===== src/rtl/subtractor_pkg.sv =====
// Shared types for the bit-serial subtractor: FSM state encoding and default operand width.
package subtractor_pkg;

  localparam int SUB_WIDTH = 8;

  typedef enum logic [1:0] {
    IDLE  = 2'd0,
    SHIFT = 2'd1,
    DONE  = 2'd2
  } sub_state_e;

endpackage


===== src/rtl/full_subtractor_1bit.sv =====
// Single-bit full subtractor cell: d = a - b - bin, bout set when the subtraction underflows.
// Purely combinational; no latency and no flow control.
module full_subtractor_1bit (
  input  logic a,
  input  logic b,
  input  logic bin,
  output logic d,
  output logic bout
);

  assign d    = a ^ b ^ bin;
  assign bout = (~a & b) | (~(a ^ b) & bin);

endmodule


===== src/rtl/subtractor_serial.sv =====
// Bit-serial A - B, LSB first, one bit per cycle; Done arrives WIDTH+1 cycles after the Start edge.
// Start is only honoured in IDLE (no queueing); SUBTRACTOR_SERIAL_SAT_EN clamps underflowing results to 0.
module subtractor_serial
  import subtractor_pkg::*;
#(
  parameter int WIDTH = SUB_WIDTH
) (
  input  logic             Clk,
  input  logic             Rst_n,
  input  logic             Start,
  input  logic [WIDTH-1:0] A,
  input  logic [WIDTH-1:0] B,
  output logic             Busy,
  output logic             Done,
  output logic [WIDTH-1:0] Diff,
  output logic             Borrow
);

  localparam int CW = $clog2(WIDTH + 1);

  sub_state_e       state;
  logic [CW-1:0]    cnt;
  logic [WIDTH-1:0] a_sh;
  logic [WIDTH-1:0] b_sh;
  logic [WIDTH-1:0] diff_sh;
  logic             br;
  logic             d_bit;
  logic             bout;

  full_subtractor_1bit u_fs (
    .a    (a_sh[0]),
    .b    (b_sh[0]),
    .bin  (br),
    .d    (d_bit),
    .bout (bout)
  );

  assign Busy = (state != IDLE);

  always_ff @(posedge Clk or negedge Rst_n) begin
    if (!Rst_n) begin
      state   <= IDLE;
      cnt     <= '0;
      a_sh    <= '0;
      b_sh    <= '0;
      diff_sh <= '0;
      br      <= 1'b0;
      Done    <= 1'b0;
      Diff    <= '0;
      Borrow  <= 1'b0;
    end else begin
      Done <= 1'b0;
      case (state)
        IDLE: begin
          if (Start) begin
            a_sh    <= A;
            b_sh    <= B;
            br      <= 1'b0;
            cnt     <= '0;
            diff_sh <= '0;
            state   <= SHIFT;
          end
        end
        SHIFT: begin
          // Result bits enter at the MSB so the LSB lands at bit 0 after WIDTH shifts.
          diff_sh <= {d_bit, diff_sh[WIDTH-1:1]};
          a_sh    <= a_sh >> 1;
          b_sh    <= b_sh >> 1;
          br      <= bout;
          cnt     <= cnt + CW'(1);
          if (cnt == CW'(WIDTH - 1)) state <= DONE;
        end
        DONE: begin
          Done   <= 1'b1;
          Borrow <= br;
`ifdef SUBTRACTOR_SERIAL_SAT_EN
          Diff   <= br ? '0 : diff_sh;
`else
          Diff   <= diff_sh;
`endif
          state  <= IDLE;
        end
        default: state <= IDLE;
      endcase
    end
  end

endmodule


===== config.mk =====
export PLATFORM = sky130hd
export DESIGN_NAME = subtractor_serial
export DESIGN_NICKNAME = d
export VERILOG_FILES = /design/src/rtl/subtractor_pkg.sv /design/src/rtl/full_subtractor_1bit.sv /design/src/rtl/subtractor_serial.sv
export SDC_FILE = /design/constraint.sdc
export NUM_CORES = 1
export LEC_CHECK = 0
export BUFFER_PORTS_ARGS = -buffer_cell sky130_fd_sc_hd__buf_2
export CAP_MARGIN = 5
export CORE_MARGIN = 2
export CORE_UTILIZATION = 25
export DETAILED_ROUTE_END_ITERATION = 7
export HOLD_SLACK_MARGIN = 0.06
export SLEW_MARGIN = 0
export SYNTH_ARGS = -nofsm -noshare
export SYNTH_HDL_FRONTEND = slang
export SYNTH_SLANG_ARGS = --single-unit
export TNS_END_PERCENT = 5

===== constraint.sdc =====
create_clock -name Clk -period 1.9 [get_ports Clk]
set_clock_uncertainty 0.15 [all_clocks]
set_input_delay 0.475 -clock Clk [delete_from_list [all_inputs] [get_ports Clk]]
set_output_delay 0.475 -clock Clk [all_outputs]
set_load 0.005 [all_outputs]

==> reports/summary.log <==
qor: status.outcome finished, final reports clean
qor: place.place_ws 0.0681 ns
qor: timing.setup-tns-final 0 ns
qor: synthesis.syn_nets 181
qor: clock_tree.tritoncts_num_sinks 41
qor: global_routing.antenna_found_initial 0
qor: synthesis.synth_ff_type sky130_fd_sc_hd__dfrtp_1
qor: setup_path.worst-endpoint-required 1.27 ns
qor: synthesis.synth_edf_count 0
qor: synthesis.yosys_register_bits 41
qor: setup_path.worst_setup_path_start_kind flop
qor: synthesis.synth_area_leaders sky130_fd_sc_hd__dfrtp_1, sky130_fd_sc_hd__nand2_1, sky130_fd_sc_hd__mux2_2
qor: route.detail_route.vias_per_cell 4.43
qor: die.rows 30
qor: synthesis.post-synth-top-area-cell sky130_fd_sc_hd__dfrtp_1
qor: route.firstDrtPassIters 4
qor: global_routing.grt_start_max_net_pins 42
qor: setup_path.maximum_fanout_count_along_the_critical_path 7
qor: die.floorplan.die_area 7660 um2
qor: place.port_buffer_count 29
qor: route.dr.first_iter.drc_count 45
qor: timing.slew_violations 0
qor: synthesis.synth_top_area_share 58.8%
qor: clock_tree.clock_tree.htree_level_count 2
qor: cells_and_area.drive_above_1_share 30.6%
qor: setup_path.path_class reg2out
qor: setup_path.cp-end-kind output pin
qor: die.io_pins 30
qor: timing.finalWorstSetupSlack 0.0966 ns
qor: timing.setup_violators_final 0
qor: timing.timing.final.crit_share 94.9%
qor: global_routing.first_global_vias 1262
qor: timing.final_hold_viol_count 0
qor: global_routing.globalRoute.totalOverflow 0
qor: die.fp.coreArea 6760 um2
qor: cells_and_area.postLayoutCoreUtil 31.3%
qor: power.total_leakage_power 0.991 nW
qor: synthesis.synthesis.area_per_instance 10.9 um2
qor: worst_hold_path.worst_hold_path_type in2reg
qor: die.initial_core_util 25.8%
qor: clock_tree.cts_root_buffer sky130_fd_sc_hd__clkbuf_8
qor: run.max_cap_violations 0
qor: clock_tree.cts_buffers 5
qor: clock_tree.cts_repair_resize_count 0
qor: cells_and_area.insertedDiodeCount 0
qor: cells_and_area.layout-area-overhead-vs-synth 21.2%
qor: die.fp.dieW 87.5 um
qor: synthesis.ys_async_sr_fraction 100%
qor: timing.grt_setup_unrepaired false
qor: route.drt_wl_cell 12.5 um
qor: setup_path.worst_ep_arrival_time 1.18 ns
qor: route.dr_total_vias 1210
qor: route.drt_drc_violations_left 0
qor: synthesis.synth-seq-area-share 58.8%
qor: synthesis.synth-warning-count 0
qor: timing.fmax 0.555 GHz
qor: power.power_per_cell_area 1600 nW/um2
qor: clock_tree.tritoncts done
qor: power.total_power 0.00338 W
qor: clock_tree.cts_buffer_depth 2
qor: synthesis.synth_cell_types 29
qor: clock_tree.worst_setup_hold_path_clk_slew 0.08 ns
qor: timing.tightestPinTransition 0.878 ns
qor: place.detailedPlacementHpwl 2.30 mm
qor: place.place_inst 264
qor: synthesis.synthesis.area 1740 um2
qor: timing.post-route-min-period 1.80 ns
qor: route.final_antenna_net_count 0
qor: synthesis.synthesis.instances 160
qor: cells_and_area.layoutNonFillerInstCount 273
qor: place.routabilityCongestion 0.708
qor: global_routing.grt_first_pass_wirelength 5.98 mm
qor: timing.worst_slew_margin_rel 41.2%
qor: cells_and_area.num-nets-final 213
qor: die.die_height 87.5 um
qor: clock_tree.clk_latency 0.29 ns
qor: route.detail_route.wirelength 3.42 mm
qor: power.power.ir.vdd_worst 614 uV
qor: global_routing.grt.total_usage 9.98%
metal layers:
| metal | routed length (um) | vias up | global-route usage (%) |
|---|---|---|---|
| met3 | 141 | 6 | 2.84 |
| met1 | 1580 | 570 | 13.1 |
| met5 | 0 | - | 0 |
| li1 | - | 612 | - |
| met2 | 1670 | 22 | 16.0 |
| met4 | 28 | 0 | 2.94 |
synth_stat cells, types with 2 or more instances:
library cell	n
sky130_fd_sc_hd__o21bai_1	2
sky130_fd_sc_hd__nand3_1	12
sky130_fd_sc_hd__o22ai_1	5
sky130_fd_sc_hd__nor2_1	10
sky130_fd_sc_hd__o22ai_2	6
sky130_fd_sc_hd__nand2_1	32
sky130_fd_sc_hd__mux2_2	8
sky130_fd_sc_hd__nor3_1	11
sky130_fd_sc_hd__a22oi_1	3
sky130_fd_sc_hd__nand2b_1	2
sky130_fd_sc_hd__buf_2	8
sky130_fd_sc_hd__inv_1	2
sky130_fd_sc_hd__o21ai_0	3
sky130_fd_sc_hd__dfrtp_1	41
metrics by stage:
step,area (um2),hold WS (ns)
2_1_floorplan,1740,0.0294
3_3_place_gp,1980,0.310
3_5_place_dp,1980,0.316
4_1_cts,2110,0.215
5_1_grt,2110,0.236
6_report,2110,0.225
critical path, stage by stage (launching register included):
cell	delay (ns)
sky130_fd_sc_hd__dfrtp_1	0.45
sky130_fd_sc_hd__or2_2	0.31
sky130_fd_sc_hd__buf_2	0.13
power breakdown:
group	switching, W	internal (W)
logic	0.000598	0.000542
clock network	0.000302	0.000427
registers	0.000248	0.00126
total	0.00115	0.00223
registers in the layout, summed over array words and instances, names as in the netlist:
name     cells
Done         1
b_sh         8
diff_sh      8
Diff         8
a_sh         8
cnt          4
state        2
br           1
Borrow       1
cell type report:
cell class | count | area [um2]
well taps | 80 | 100
flip-flops and latches | 41 | 1030
inverters | 2 | 7.51
clock buffers | 6 | 82.6
clock inverters | 2 | 37.5
multi-input cells | 106 | 648
repair buffers | 36 | 213
fillers | 713 | 4640
logic make-up after synthesis:
family | share of synthesized area, %
mux | 6.38
flops | 58.8
compound gates | 9.83
simple gates | 19.1
buf+inv | 4.02
fa+ha+maj | 1.87
final timing paths:
| path | to | cells past startpoint | from | slack [ns] |
|---|---|---|---|---|
| setup / recovery | Busy | 2 | state[0] | 0.1 |
| hold / removal | b_sh[7] | 3 | B[7] | 0.23 |
| setup reg to reg | b_sh[0] | 3 | state[0] | 0.18 |
| hold reg to reg | b_sh[2] | 2 | b_sh[2] | 0.33 |
| max in group asynchronous | a_sh[3] | 3 | Rst_n | 0.87 |
| min in group asynchronous | Diff[4] | 3 | Rst_n | 0.53 |
what timing repair did:
action | in CTS | in global routing
hold buffers | 1 | 0
buffers inserted | 0 | 0
hold endpoints to repair | 41 | 0
cell usage in the layout, fill, tap and decap left out, drive strengths merged, types with 3 or more instances in the layout:
cell,count
a22oi,3
mux2,9
buf,35
o21ai,3
o22ai,11
nand2,32
nor3,11
clkbuf,6
nand3,12
dfrtp,41
nor2,10
No activity file was read; power rests on OpenSTA's default activity.
